==> src/rtl/store_buffer.sv <==
// ============================================================================
// Module      : store_buffer
// Description : Circular store buffer between pipeline and data memory; drains
//               stores when idle, services loads with one-cycle latency.
//               Define STORE_FWD_EN to forward pending store data to loads.
// Revision    : 1.0 - initial release
// ============================================================================
`default_nettype none

module store_buffer #(
  parameter int DEPTH = 4
) (
  input  logic        clk,
  input  logic        reset_n,
  input  logic        st_valid,
  output logic        st_ready,
  input  logic [15:0] st_addr,
  input  logic [15:0] st_data,
  input  logic        ld_valid,
  output logic        ld_ready,
  input  logic [15:0] ld_addr,
  output logic [15:0] ld_data,
  output logic        ld_done,
  output logic [15:0] mem_access_addr,
  output logic [15:0] mem_write_data,
  output logic        mem_write_en,
  output logic        mem_read,
  input  logic [15:0] mem_read_data,
  output logic        empty
);

  localparam int AW = (DEPTH > 1) ? $clog2(DEPTH) : 1;
  localparam int CW = AW + 1;
  localparam logic [CW-1:0] FULL_CNT = CW'(DEPTH);

  logic [15:0]   addr_q [DEPTH];
  logic [15:0]   data_q [DEPTH];
  logic [AW-1:0] head_q, head_d, tail_q, tail_d;
  logic [CW-1:0] count_q, count_d;
  logic [15:0]   ld_data_q, ld_data_d;
  logic          ld_done_q;

  logic full, st_push, ld_acc, drain;
  logic [15:0] ld_result;

  assign full     = (count_q == FULL_CNT);
  assign st_ready = ~full;
  assign empty    = (count_q == '0);
`ifdef STORE_FWD_EN
  assign ld_ready = ~full;
`else
  assign ld_ready = (count_q == '0);
`endif
  assign st_push = st_valid & st_ready;
  assign ld_acc  = ld_valid & ld_ready;
  assign drain   = ~ld_acc & (count_q != '0);

`ifdef STORE_FWD_EN
  logic [AW-1:0] scan_idx;
  logic          fwd_hit;
  logic [15:0]   fwd_data;

  // Scan oldest to youngest so the last match wins (youngest store).
  always_comb begin
    fwd_hit  = 1'b0;
    fwd_data = '0;
    scan_idx = '0;
    for (int i = 0; i < DEPTH; i++) begin
      scan_idx = head_q + AW'(i);
      if ((CW'(i) < count_q) && (addr_q[scan_idx][2:0] == ld_addr[2:0])) begin
        fwd_hit  = 1'b1;
        fwd_data = data_q[scan_idx];
      end
    end
  end
  assign ld_result = fwd_hit ? fwd_data : mem_read_data;
`else
  assign ld_result = mem_read_data;
`endif

  // Memory port is forced quiet while reset is held, independent of inputs.
  always_comb begin
    mem_access_addr = '0;
    mem_write_data  = '0;
    mem_write_en    = 1'b0;
    mem_read        = 1'b0;
    if (reset_n) begin
      if (ld_acc) begin
        mem_access_addr = ld_addr;
        mem_read        = 1'b1;
      end else if (drain) begin
        mem_access_addr = addr_q[head_q];
        mem_write_data  = data_q[head_q];
        mem_write_en    = 1'b1;
      end
    end
  end

  always_comb begin
    head_d    = drain   ? head_q + 1'b1 : head_q;
    tail_d    = st_push ? tail_q + 1'b1 : tail_q;
    ld_data_d = ld_acc  ? ld_result     : ld_data_q;
    case ({st_push, drain})
      2'b10:   count_d = count_q + 1'b1;
      2'b01:   count_d = count_q - 1'b1;
      default: count_d = count_q;
    endcase
  end

  always_ff @(posedge clk or negedge reset_n) begin
    if (!reset_n) begin
      head_q    <= '0;
      tail_q    <= '0;
      count_q   <= '0;
      ld_data_q <= '0;
      ld_done_q <= 1'b0;
    end else begin
      head_q    <= head_d;
      tail_q    <= tail_d;
      count_q   <= count_d;
      ld_data_q <= ld_data_d;
      ld_done_q <= ld_acc;
    end
  end

  always_ff @(posedge clk) begin
    if (st_push) begin
      addr_q[tail_q] <= st_addr;
      data_q[tail_q] <= st_data;
    end
  end

  assign ld_data = ld_data_q;
  assign ld_done = ld_done_q;

endmodule

`default_nettype wire

==> config.mk <==
export PLATFORM = sky130hd
export DESIGN_NAME = store_buffer
export DESIGN_NICKNAME = d
export VERILOG_FILES = /design/src/rtl/store_buffer.sv
export SDC_FILE = /design/constraint.sdc
export NUM_CORES = 1
export LEC_CHECK = 0
export CELL_PAD_IN_SITES_DETAIL_PLACEMENT = 2
export CELL_PAD_IN_SITES_GLOBAL_PLACEMENT = 2
export CORE_MARGIN = 1.5
export CORE_UTILIZATION = 34
export DETAILED_ROUTE_END_ITERATION = 10
export PLACE_DENSITY = 0.86
export SYNTH_ARGS = -nofsm -noshare
export SYNTH_HDL_FRONTEND = slang
export SYNTH_SLANG_ARGS = --single-unit
==> constraint.sdc <==
create_clock -name clk -period 2.4 [get_ports clk]
set_clock_uncertainty 0.15 [all_clocks]
set_input_delay 0.36 -clock clk [delete_from_list [all_inputs] [get_ports clk]]
set_output_delay 0.36 -clock clk [all_outputs]
set_load 0.01 [all_outputs]
* Word level (Yosys, flattened, before mapping)
Memory sizes are Yosys's and may differ from the RTL's.
Cells that the tools add are included.
** Operators by class
- Add/sub/neg operators :: 4
- Equal/unequal tests :: 3
- Mux-type cells :: 14
- Bitwise operators :: 5
- Reductions and logical operators :: 3
** Operators by type and width (number)
- 16-bit 2-to-1 mux :: 6
- 1-bit 2-to-1 mux :: 7
- 3-bit case mux with 2 select lines :: 1
- 2-bit by 1-bit adder with 2-bit output, second input constant :: 2
- 3-bit by 1-bit adder with 3-bit output, second input constant :: 1
- 1-bit bitwise AND :: 3
- 3-bit equality test, second input constant :: 1
- 3-bit zero test :: 1
- 3-bit nonzero test :: 1
- 3-bit by 1-bit subtractor with 3-bit output, second input constant :: 1
- 2-bit by 1-bit equality test with 1-bit output, second input constant :: 1
- 2-bit equality test, second input constant :: 1
- 1-bit inverter :: 2
- 2-bit nonzero test :: 1
** Storage, ports and cells
- Flip-flop bits (word level) :: 24
- Memory bits (writable) :: 128
- Bits of input ports :: 68
- Output and inout port bits :: 54
- Logic and storage cells :: 36
- Memories :: 2
** Memory list
- addr_q :: depth 4, width 16, read ports 1, clocked after memory_dff 0, write ports 1, RTL line 36 : logic [15:0] addr_q [DEPTH];
- data_q :: depth 4, width 16, read ports 1, clocked after memory_dff 0, write ports 1, RTL line 37 : logic [15:0] data_q [DEPTH];

* Depth between registers and ports, before layout
Gate-level depths: netlist of the first run.
- Word-level depth :: 7
- Mapped depth :: 9
- Gate-level depth less buffers :: 9

* Worst setup path before layout of the first run
OpenSTA, ideal clock, no wires.
- Kind :: reg-to-reg
- Start :: register count_q[0]
- End :: register count_q[2]
- Library setup time :: 0.079 ns
- Arrival time :: 2.111 ns
- Data required time :: 2.171 ns
- Slack :: 0.060 ns
- Cell stages (with the launch flop) :: 10
- Buffers on the path :: 0
- Clock period less this slack :: 2.340 ns
- Cells stage by stage :: dfrtp_1 or3b_1 and2_1 inv_1 ha_1 inv_1 fa_1 xor2_1 nor2_1 xor2_1
** On the way
- Elaborated cells on any way between the ends :: 14
- Those cells by class :: 2 x add/sub; 3 x eq/ne; 1 x mux; 5 x bitwise; 3 x reduce/logical
** RTL lines
- start, declared :: RTL line 39 : logic [CW-1:0] count_q, count_d;
- start signal, assigned :: RTL line 120 : count_q <= count_d;
- 3-bit equality test * :: RTL line 46 : assign full = (count_q == FULL_CNT);
- 1-bit inverter * :: RTL line 47 : assign st_ready = ~full;
- net st_ready :: RTL line 16 : output logic st_ready,
- 1-bit bitwise AND * :: RTL line 54 : assign st_push = st_valid & st_ready;
- 2-bit by 1-bit equality test with 1-bit output / 2-bit equality test (equally long branches) :: RTL line 103 : case ({st_push, drain})
- 3-bit case mux with 2 select lines / 2-bit nonzero test (equally long branches)
The timed path passes the listed nets; every way through them passes the cells marked *.
A chain may end at the register's enable or synchronous reset.

* Worst setup path after layout of the first run
- Start :: register head_q[0]
- End :: output port mem_access_addr[14]
** On the way
- Word-level cells in the longest chain between the ends :: 4
** Ends and longest elaborated chain
- start, declared :: RTL line 38 : logic [AW-1:0] head_q, head_d, tail_q, tail_d;
- start signal, assigned :: RTL line 112 : head_q <= '0;
- start signal, assigned :: RTL line 118 : head_q <= head_d;
- memory read 4 x 16 bit
- 16-bit 2-to-1 mux :: RTL line 91 : end else if (drain) begin
- 16-bit 2-to-1 mux :: RTL line 88 : if (ld_acc) begin
- 16-bit 2-to-1 mux :: RTL line 87 : if (reset_n) begin
- end, declared :: RTL line 24 : output logic [15:0] mem_access_addr,
No other way between the ends.

==> results of run 1 <==
cells by family (layout without fill, tap and decap cells):
logic type,after synthesis,in the layout,share of synthesized area
adder cells (fa/ha/maj),6,6,0.0139
AO/OA/AOI/OAI,16,16,0.0236
XOR/XNOR,6,6,0.00883
multiplexers,50,50,0.155
AND/OR/NAND/NOR,28,28,0.0320
flip-flops,152,152,0.747
buffers and inverters,24,200,0.0198
worst paths after layout:
| kind | start | end | slack, ps | cells after the start |
|---|---|---|---|---|
| setup / recovery | head_q[0] | mem_access_addr[14] | -180 | 6 |
| hold / removal | reset_n | head_q[1] | 350 | 3 |
| min in group clk | ld_data[13] | ld_data[13] | 360 | 1 |
| setup reg to reg | count_q[0] | count_q[2] | 60 | 10 |
| hold reg to reg | ld_data[13] | ld_data[13] | 360 | 1 |
| max in group asynchronous | reset_n | ld_data[4] | 1480 | 3 |
critical path: stages, from the launching register on:
cell and delay [ps]:
dfrtp_2 440, buf_12 150, buf_12 130, buf_12 120, mux4_2 410, a22o_1 260
buf_2 140
routing by layer:
metal | vias up | track usage
met2 | 102 | 0.329
met1 | 1751 | 0.208
met5 | - | 0
li1 | 1477 | -
met3 | 13 | 0.0385
met4 | 0 | 0.0609
cell usage in the layout, fill, tap and decap left out, types with 2 or more instances in the layout:
master,Yosys,routed
edfxtp_1,128,128
clkdlybuf4s50_1,0,83
mux4_2,32,32
buf_6,1,23
dfrtp_1,24,21
buf_4,3,21
buf_2,7,18
mux2_2,17,17
clkbuf_16,0,17
a22o_1,16,16
and3_4,0,14
buf_12,0,8
inv_6,0,6
inv_1,7,4
and3_2,0,4
xnor2_1,4,4
ha_1,5,4
and2_4,0,3
clkinv_2,0,3
clkinv_4,0,3
dfrtp_2,0,3
inv_2,0,2
and3_1,20,2
xor2_1,2,2
dlygate4sd2_1,0,2
clkdlybuf4s15_1,0,2
buf_8,0,2
cell type report:
| class | count | area share |
|---|---|---|
| inverter | 7 | 0.00344 |
| multi-input combinational | 106 | 0.178 |
| clock buffer | 17 | 0.0508 |
| clock inverter | 15 | 0.0139 |
| timing repair buffer | 161 | 0.189 |
| tap | 225 | 0.0336 |
| sequential | 152 | 0.531 |
stage by stage:
stage	utilization	hold slack [ps]
finish	0.487	346
global route	0.487	355
CTS	0.488	337
detailed placement	0.438	204
global placement	0.438	202
floorplan	-	-85.6
repair_timing:
action,4_1_cts,5_1_grt
gates resized for setup,186,14
setup endpoints to repair,38,35
setup buffers,19,8
gates cloned,3,0
hold buffers,1,0
pin swaps,9,6
endpoints found under the hold margin,24,0
flip-flops by register name, indices dropped and copies added (netlist names):
| register | cells |
|---|---|
| head_q | 2 |
| addr_q | 64 |
| count_q | 3 |
| data_q | 64 |
| ld_done | 1 |
| tail_q | 2 |
| ld_data | 16 |
report_power, final:
| group | internal, mW | switching, mW |
|---|---|---|
| Clock | 1.34 | 1.12 |
| Sequential | 3.58 | 0.257 |
| Combinational | 2.28 | 1.73 |
==> out/metrics.yaml, run 1 <==
synthesis:
  async_flop_share: 0.158
  synthCells: 282
  ys_types: 22
  synth_top_area_share: 0.646
  synth.avg_cell_area_um2: 21.1
  yosysSeqAreaShare: 0.747
  synth-edff-count: 128
  yosysMostFrequentCell: "edfxtp_1"
  yosys-top-cells-area: "edfxtp_1 (65%), mux4_2 (12%), dfrtp_1 (10%), mux2_2 (3.2%), a22o_1 (2.4%)"
  yosys.area.top_type: "edfxtp_1"
  synth_warnings: 0
  syn_area_um2: 5950
  synth_flop_cell: "edfxtp_1"
  ys_top_cells_by_count: "edfxtp_1 (128), mux4_2 (32), dfrtp_1 (24), and3_1 (20), mux2_2 (17)"
  synth_nets: 356
  ys_ff_latch: 152
cts:
  clkTransAtPathRegs_ps: 60
  cts_root_buf: "clkbuf_16"
  htree_num_levels: 4
  insertion_delay_ps: 410
  numCtsBuffers: 17
  max-clock-path-buffers: 2
  cts_tree: "done"
  cts_num_sinks: 152
timing:
  setup_viol: 24
  fin_setup_tns_ps: -1940
  period_minus_slack_ps: 2580
  worst_slew_pin_slew_ps: 968
  hold_viol: 0
  max_freq_mhz: 387
  worst_slack_ps: -184
  slew_headroom: 0.355
  rsz0062_at_grt: "true"
  post-route-period-util: 1.08
  maxSlewViolCount: 0
critical_path:
  crit_arrival_ps: 2070
  setup.worst_path.end_class: "output port"
  start_kind: "register"
  path_max_fanout: 6
  critPathKind: "reg -> out"
  crit_required_ps: 1890
place:
  routabilityCongestion: 0.704
  dp_hpwl_um: 9710
  portBuffers: 121
  placed_cell_area_um2: 7530
  dp_slack_ps: -240
  placed_cells: 626
routing:
  detail-route-antenna-nets: 0
  drt-met1-wl_um: 6020
  top_layer: "met4"
  drt_first_iter_violations: 153
  routed_wl_um: 15300
  vias_per_cell: 4.89
  route.met2.wl_um: 8420
  wl_per_cell_um: 22.4
  met3WireLength_um: 699
  first_pass_iters: 4
  vias: 3343
  drcViolationCount: 0
power_and_ir_drop:
  finalPower_mw: 10.3
  power_density_nw_per_um2: 1230
  peakVddDrop_mv: 0.526
  p_leak_nw: 3.06
layout:
  register_area_um2: 4450
  area_growth_pct: 40.7
  final_nets: 519
  antennaDiodeCount: 0
  nFillCells: 1562
  stdcell_count: 683
  drive_gt1_frac: 0.404
  final_area_um2: 8370
  multi_input_area_um2: 1490
global_routing:
  grt_max_degree: 33
  grt_pass1_vias: 3803
  track_usage: 0.179
  grt_pass1_wl_um: 23200
  antenna_found_initial: 0
  global_route.overflow_total: 0
die:
  die_x_um: 135
  die_area_um2: 18300
  placement_rows: 48
  initial_utilization: 0.346
  core-area_um2: 17200
  boundaryPins: 122
  die_h_um: 135
status:
  status: "finished with violations"
  violations: "setup timing"
run:
  drv_cap: 0
worst_hold_path:
  hold_path_class: "in -> async"
Note: power is estimated with default switching activity, not from simulation.
==> run 2, diff against run 1 <==
Settings changed: CTS_BUF_LIST set to sky130_fd_sc_hd__clkbuf_4 sky130_fd_sc_hd__clkbuf_8 sky130_fd_sc_hd__clkbuf_16.
Clock period 2.4 ns to 2.09 ns, I/O delays scaled along.
==> out/metrics.yaml, run 2 (synthesis gave the netlist of run 1 again) <==
worst_hold_path:
  hold_path_class: "in -> async"
critical_path:
  crit_arrival_ps: 1990  # -80 ps
  slowest_delay_ps: 510  # +70 ps
  path_max_fanout: 8  # +2
  setup.worst_path.end_class: "output port"
  path_cells: "buf_6 > buf_12 > mux4_2 > a22o_1 > buf_2"
  cp_slowest_cell: "mux4_2"
  crit_required_ps: 1630  # -260 ps
  path_delay_family: "multiplexers"
  worst-path-buf-inv: 3  # -1
  critPathKind: "reg -> out"
  start_kind: "register"
layout:
  most-common-layout-cells: "edfxtp_1 (128), clkdlybuf4s50_1 (83), buf_6 (40)"
  layout_commonest_cell: "edfxtp_1"
  register_area_um2: 4450  # unchanged
  final_nets: 545  # +5.0%
  drive_gt1_frac: 0.447  # +0.0433
  area_growth_pct: 50.8
  antennaDiodeCount: 0  # unchanged
  nFillCells: 1519  # -2.8%
  final_util: 0.522  # +0.0349
  multi_input_area_um2: 1520  # +1.9%
status:
  violations: "setup timing"
  status: "finished with violations"
timing:
  hold_viol: 0  # unchanged
  worst_slew_pin_slew_ps: 312  # -655 ps
  period_minus_slack_ps: 2450
  worst_slack_ps: -363  # -179 ps
  setup_viol: 167  # +600%
  rsz0062_at_grt: "true"
  post-route-period-util: 1.17
  max_freq_mhz: 408
  maxSlewViolCount: 0  # unchanged
  slew_headroom: 0.791  # +0.436
  holdWs_ps: 269  # -77.7 ps
cts:
  insertion_delay_ps: 420  # about the same
  clkTransAtPathRegs_ps: 60  # about the same
  max-clock-path-buffers: 2  # unchanged
  cts_root_buf: "clkbuf_16"
  numCtsBuffers: 17  # unchanged
  cts_tree: "done"
  cts_num_sinks: 152  # unchanged
  htree_num_levels: 4  # unchanged
power_and_ir_drop:
  power_density_nw_per_um2: 1420  # +15%
  p_leak_nw: 3.30  # +7.8%
  finalPower_mw: 12.7  # +23%
  peakVddDrop_mv: 0.741  # +41%
routing:
  vias: 3525  # +5.4%
  wl_per_cell_um: 24.9  # +11%
  drt_first_iter_violations: 141  # -7.8%
  routed_wl_um: 17600  # +15%
  first_pass_iters: 5  # +1
  vias_per_cell: 4.98  # +1.7%
  detail-route-antenna-nets: 0  # unchanged
  drcViolationCount: 0  # unchanged
place:
  routabilityCongestion: 0.666  # -5.4%
  dp_hpwl_um: 10100  # +4.4%
  portBuffers: 121  # unchanged
die:
  die_x_um: 135  # unchanged
  initial_utilization: 0.346  # unchanged
  placement_rows: 48  # unchanged
  die_area_um2: 18300  # unchanged
  core-area_um2: 17200  # unchanged
  boundaryPins: 122  # unchanged
  die_h_um: 135  # unchanged
global_routing:
  grt_pass1_vias: 3987  # +4.8%
  antenna_found_initial: 0  # unchanged
  grt_pass1_wl_um: 24300  # +4.5%
  grt_util_met2: 0.338  # +0.00907
  track_usage: 0.188  # +0.00821
  global_route.overflow_total: 0  # unchanged
  grt_max_degree: 20  # -39%
  grt_use_met1: 0.219  # +0.0117
  busiest_layer: "met2"
  met3_usage: 0.0453  # +0.00673
run:
  drv_cap: 0  # unchanged
run 2: final cells by class:
class	count	area share
tap	225	0.0314
clock buffer	18	0.0482
clock inverter	13	0.0137
timing repair buffer	186	0.238
inverter	7	0.00377
sequential	152	0.496
multi-input combinational	107	0.170
run 2: report_power, final:
group | internal (mW) | total (mW) | leakage (nW) | switching, mW
Sequential | 4.09 | 4.40 | 1.46 | 0.304
Combinational | 3.16 | 5.41 | 1.58 | 2.24
Clock | 1.65 | 2.92 | 0.263 | 1.27
run 2: path summary, 6_finish.rpt:
check,startpoint,end,slack [ps],cells after the start
worst max-delay path,head_q[0],mem_access_addr[14],-360,5
worst min-delay path,reset_n,head_q[0],270,2
worst max register to register,count_q[1],count_q[2],-310,11
worst min register to register,ld_data[15],ld_data[15],360,1
max in group asynchronous,reset_n,ld_data[4],1000,3
min in group clk,ld_data[15],ld_data[15],360,1
run 2: repair_timing:
item | in CTS | in global routing
setup endpoints to repair | 39 | 167
hold buffers | 1 | 0
gates cloned | 2 | 12
setup buffers | 20 | 5
gates resized for setup | 221 | 15
endpoints found under the hold margin | 24 | 0
pin swaps | 23 | 18
run 2: per-layer routing:
metal  part of all wire  vias to the layer above  routed length [um]
li1                   -                     1529                   -
met3              0.041                       26                 724
met2               0.54                      119                9540
met1               0.40                     1851                7070
met4              0.016                        0                 278
met5                  0                        -                   0
run 2: metrics by stage:
step | std cells | TNS (ps) | setup slack (ps) | area, um^2
6_report | 708 | -18320 | -363 | 8970
5_1_grt | 708 | -24630 | -449 | 8970
4_1_cts | 694 | -11850 | -429 | 8660
3_5_place_dp | 640 | -10860 | -442 | 7740
3_3_place_gp | 640 | -10050 | -412 | 7740
2_1_floorplan | 282 | -112 | -112 | 5970
run 2: worst register-to-register path, cell delays in order, from the launching register on:
cell and delay (ps):
dfrtp_1 400, buf_6 140, buf_6 110, or3b_4 400, and2_4 150, inv_2 60
ha_4 130, inv_2 40, fa_2 320, xor2_1 150, nor2_1 110, xor2_1 160
==> run 3, diff against run 2 <==
Settings changed: CORE_UTILIZATION 34 to 38, PLACE_DENSITY 0.86 to 0.9, SETUP_SLACK_MARGIN set to 0.4.
Clock period 2.09 ns to 2.5 ns, I/O delays scaled along.
==> out/metrics.yaml, run 3 (synthesis gave the netlist of run 1 again) <==
cts:
  clkTransAtPathRegs_ps: 60  # about the same
  insertion_delay_ps: 430  # about the same
  cts_root_buf: "clkbuf_16"
  numCtsBuffers: 17  # unchanged
  cts_tree: "done"
  htree_num_levels: 4  # unchanged
  max-clock-path-buffers: 2  # unchanged
  cts_num_sinks: 152  # unchanged
routing:
  drt_first_iter_violations: 223  # +58%
  wl_per_cell_um: 24.9  # about the same
  routed_wl_um: 17000  # -3.5%
  first_pass_iters: 6  # +1
  vias: 3463  # -1.8%
  vias_per_cell: 5.07  # +1.8%
  drcViolationCount: 0  # unchanged
  detail-route-antenna-nets: 0  # unchanged
timing:
  rsz0062_at_grt: "true"
  setup_viol: 24  # -86%
  holdWs_ps: 23.7  # -245 ps
  worst_slack_ps: -130  # +232 ps
  max_freq_mhz: 380
  period_minus_slack_ps: 2630
  post-route-period-util: 1.05
  slew_headroom: 0.626  # -0.165
  hold_viol: 0  # unchanged
  worst_slew_pin_slew_ps: 561  # +248 ps
  maxSlewViolCount: 0  # unchanged
critical_path:
  crit_required_ps: 1980  # +350 ps
  start_kind: "register"
  path_max_fanout: 5  # -3
  setup.worst_path.end_class: "output port"
  critPathKind: "reg -> out"
  crit_arrival_ps: 2110  # +120 ps
die:
  core-area_um2: 15300  # -11%
  die_h_um: 128  # -5.3%
  die_x_um: 128  # -5.3%
  die_area_um2: 16400  # -10%
  boundaryPins: 122  # unchanged
  initial_utilization: 0.390  # +0.0435
  placement_rows: 45  # -6.3%
global_routing:
  track_usage: 0.225  # +0.0372
  antenna_found_initial: 0  # unchanged
  grt_pass1_wl_um: 25800  # +6.1%
  global_route.overflow_total: 0  # unchanged
  grt_pass1_vias: 3950  # -0.93%
  grt_max_degree: 33  # +65%
place:
  portBuffers: 121  # unchanged
  routabilityCongestion: 0.648  # -2.7%
  dp_hpwl_um: 9250  # -8.8%
layout:
  area_growth_pct: 46.4
  antennaDiodeCount: 0  # unchanged
  final_nets: 534  # -2.0%
  most-common-layout-cells: "edfxtp_1 (128), clkdlybuf4s50_1 (83), buf_6 (38)"
  layout_commonest_cell: "edfxtp_1"
  drive_gt1_frac: 0.434  # -0.0129
status:
  status: "finished with violations"
  violations: "setup timing"
power_and_ir_drop:
  finalPower_mw: 10.6  # -17%
  power_density_nw_per_um2: 1220  # -14%
  p_leak_nw: 3.20  # -2.9%
  peakVddDrop_mv: 0.660  # -11%
run:
  drv_cap: 0  # unchanged
worst_hold_path:
  hold_path_class: "in -> async"
run 3: layout make-up:
| type | count | area [um^2] |
|---|---|---|
| Clock buffer | 21 | 455 |
| Clock inverter | 10 | 105 |
| Fill cell | 1293 | 6550 |
| Inverter | 7 | 41.3 |
| Multi-Input combinational cell | 106 | 1530 |
| Sequential cell | 152 | 4450 |
| Tap cell | 211 | 264 |
| Timing Repair Buffer | 176 | 1860 |
run 3: worst max-delay path, cell delays in order (launching register included):
cell     delay [ps]
dfrtp_2         460
buf_6           130
buf_12          110
buf_16          130
mux4_2          510
a22o_1          190
buf_2           140
run 3: power by group:
part / total [mW] / internal (mW) / switching (mW) / leakage, nW
clock: 2.50 / 1.49 / 1.01 / 0.271
sequential: 3.70 / 3.43 / 0.274 / 1.46
combinational: 4.40 / 2.55 / 1.85 / 1.47
run 3: metal layers:
layer | vias up | GRT usage | share of wire
li1 | 1510 | - | -
met1 | 1838 | 0.277 | 0.41
met2 | 102 | 0.396 | 0.54
met3 | 13 | 0.0622 | 0.044
met4 | 0 | 0.0502 | 0.0087
met5 | - | 0 | 0
run 3: worst paths after layout:
path	slack, ps	cells after the start	startpoint	end
max	-130	6	head_q[0]	mem_access_addr[6]
min	20	2	reset_n	ld_data[10]
max reg2reg	60	10	count_q[1]	count_q[2]
min reg2reg	360	1	ld_data[5]	ld_data[5]
max in group asynchronous	1440	3	reset_n	head_q[1]
min in group clk	360	1	ld_data[5]	ld_data[5]
run 3: timing repair:
action                                 in CTS  in global routing
setup buffers                              27                  6
setup endpoints to repair                 167                 39
resized for setup                         226                 14
gates cloned                                6                  0
hold buffers                                2                  0
endpoints found under the hold margin      13                  0
pin swaps                                  16                 13
run 3: through the flow:
stage	cell area (um^2)	utilization	setup TNS (ps)	setup slack (ps)	cells
2_1_floorplan	5970	-	0	285	282
3_3_place_gp	7500	0.491	-3450	-218	611
3_5_place_dp	7500	0.491	-3700	-322	611
4_1_cts	8610	0.564	-1700	-127	677
5_1_grt	8710	0.571	-3810	-187	683
6_report	8710	0.571	-1610	-130	683
==> edit: new RTL, config.mk and constraints of run 1 <==
Add a define of `STORE_FWD_EN`.
--- a/src/rtl/store_buffer.sv
+++ b/src/rtl/store_buffer.sv
@@ -8,2 +8,4 @@
 `default_nettype none
+
+`define STORE_FWD_EN
 
Check against the original RTL: not equivalent (Yosys sat finds a counterexample within 4 cycles, from zero or initial values and one cycle with reset_n low).
==> edit against run 1 <==
The run still ends with negative setup slack left. Hold slack improved by 0.016 ns. Worst setup slack got worse by 0.25 ns. Sequential cell count did not move. Sequential power rose by 6.3%. Final cell count rose by 52%. Synthesized area rose by 38%. Cell area rose by 40%. Count of clock-buffer cells in the layout did not move. Via count rose by 84%. Wire length rose by 110%. Combinational power rose by 140%. Power rose by 58%.
==> edit: results (changes against run 1) <==
Outcome
  – Status: finished, violations left (unchanged)
  – Failing checks: negative setup slack (unchanged)

Cells and area
  – Non-clock buffer share: 0.201 (was 0.189)
  – Non-clk invs: 8 (was 7)
  – Area Growth Syn to Fin: 43.2% (was 40.7%)
  – Layout cells sized above 1: 0.462 (was 0.404)
  – Final std cells w/o fill: 1038 (was 683)
  – Multi-input gate count: 294 (was 106)
  – Count of plain and timing-repair buffers: 232 (was 161)

Drt
  – Total number of vias: 6151 (was 3343)
  – Wire length on met3: 2.32 mm (was 699 um)
  – Post-Route WL: 32.1 mm (was 15.3 mm)
  – Met2 Wirelength: 16.8 mm (was 8.42 mm)
  – Initial drt markers: 539 (was 153)

Global route
  – First-pass GRT wire length: 44.4 mm (was 23.2 mm)
  – Met1 usage: 0.309 (was 0.208)
  – Met3 GRT Util: 0.0547 (was 0.0385)
  – Gr usage total: 0.250 (was 0.179)
  – Number of global-route vias before repair: 6682 (was 3803)

Clocking
  – Post-CTS Setup Repair Bufs: 20 (was 19)
  – Worst-path clk slew: 0.08 ns (was 0.06 ns)
  – Post-CTS resize count: 167 (was 186)

Yosys
  – Syn nets: 582 (was 356)
  – Synth cell count leaders: edfxtp_1 (128), mux4_2 (89), clkbuf_1 (30), dfrtp_1 (24), nor2_1 (20) (was edfxtp_1 (128), mux4_2 (32), dfrtp_1 (24), and3_1 (20), mux2_2 (17))
  – Top post-synthesis cells by area: edfxtp_1 (47%), mux4_2 (24%), dfrtp_1 (7.3%) (was edfxtp_1 (65%), mux4_2 (12%), dfrtp_1 (10%))
  – Yosys cell types: 31 (was 22)

Placed design
  – HPWL Detailed: 18.7 mm (was 9.71 mm)
  – Routability cong.: 0.780 (was 0.704)
  – # placed instances: 966 (was 626)

Power
  – Peak supply drop: 640 uV (was 526 uV)
  – Clock group: 2.70 mW (was 2.46 mW)
  – Portion of total power attributed to sequential cells: 0.250 (was 0.372)
  – Pleak: 4.25 nW (was 3.06 nW)

STA
  – Final setup slack of the worst path: -0.434 ns (was -0.184 ns)
  – Final setup viols: 49 (was 24)
  – Hold_ws: 0.363 ns (was 0.346 ns)

Critical path
  – CP arrival: 3.02 ns (was 2.07 ns)
  – FF-to-FF End: ld_data[12] (was count_q[2])
  – CP Max Fanout: 8 (was 6)
[edit: worst max-delay path: stages (launching register included)]
cell and delay, ns:
dfrtp_4 0.48, buf_8 0.14, mux4_2 0.55, xor2_2 0.18, nor4_4 0.26, buf_6 0.18, and4b_4 0.25, clkbuf_16 0.18
a211oi_2 0.25, a21oi_2 0.09
[edit: kinds of logic after synthesis]
group                      synth area share
DFF                                   0.542
AOI/OAI and AO/OA                    0.0956
muxes                                 0.245
and+or+nand+nor                      0.0539
buffers and inverters                0.0304
xor gates and xnor gates             0.0182
adders and majority gates            0.0153
[edit: worst max path at each step]
stage / startpoint / to / slack [ns] / cells after the start
2_1_floorplan: head_q[0] / ld_data[3] / -0.17 / 9
3_3_place_gp: count_q[0] / mem_access_addr[14] / -0.27 / 11
3_5_place_dp: count_q[0] / mem_access_addr[11] / -0.43 / 11
4_1_cts: head_q[0] / ld_data[13] / -0.40 / 8
5_1_grt: head_q[0] / ld_data[4] / -0.50 / 9
6_report: head_q[0] / ld_data[12] / -0.43 / 9
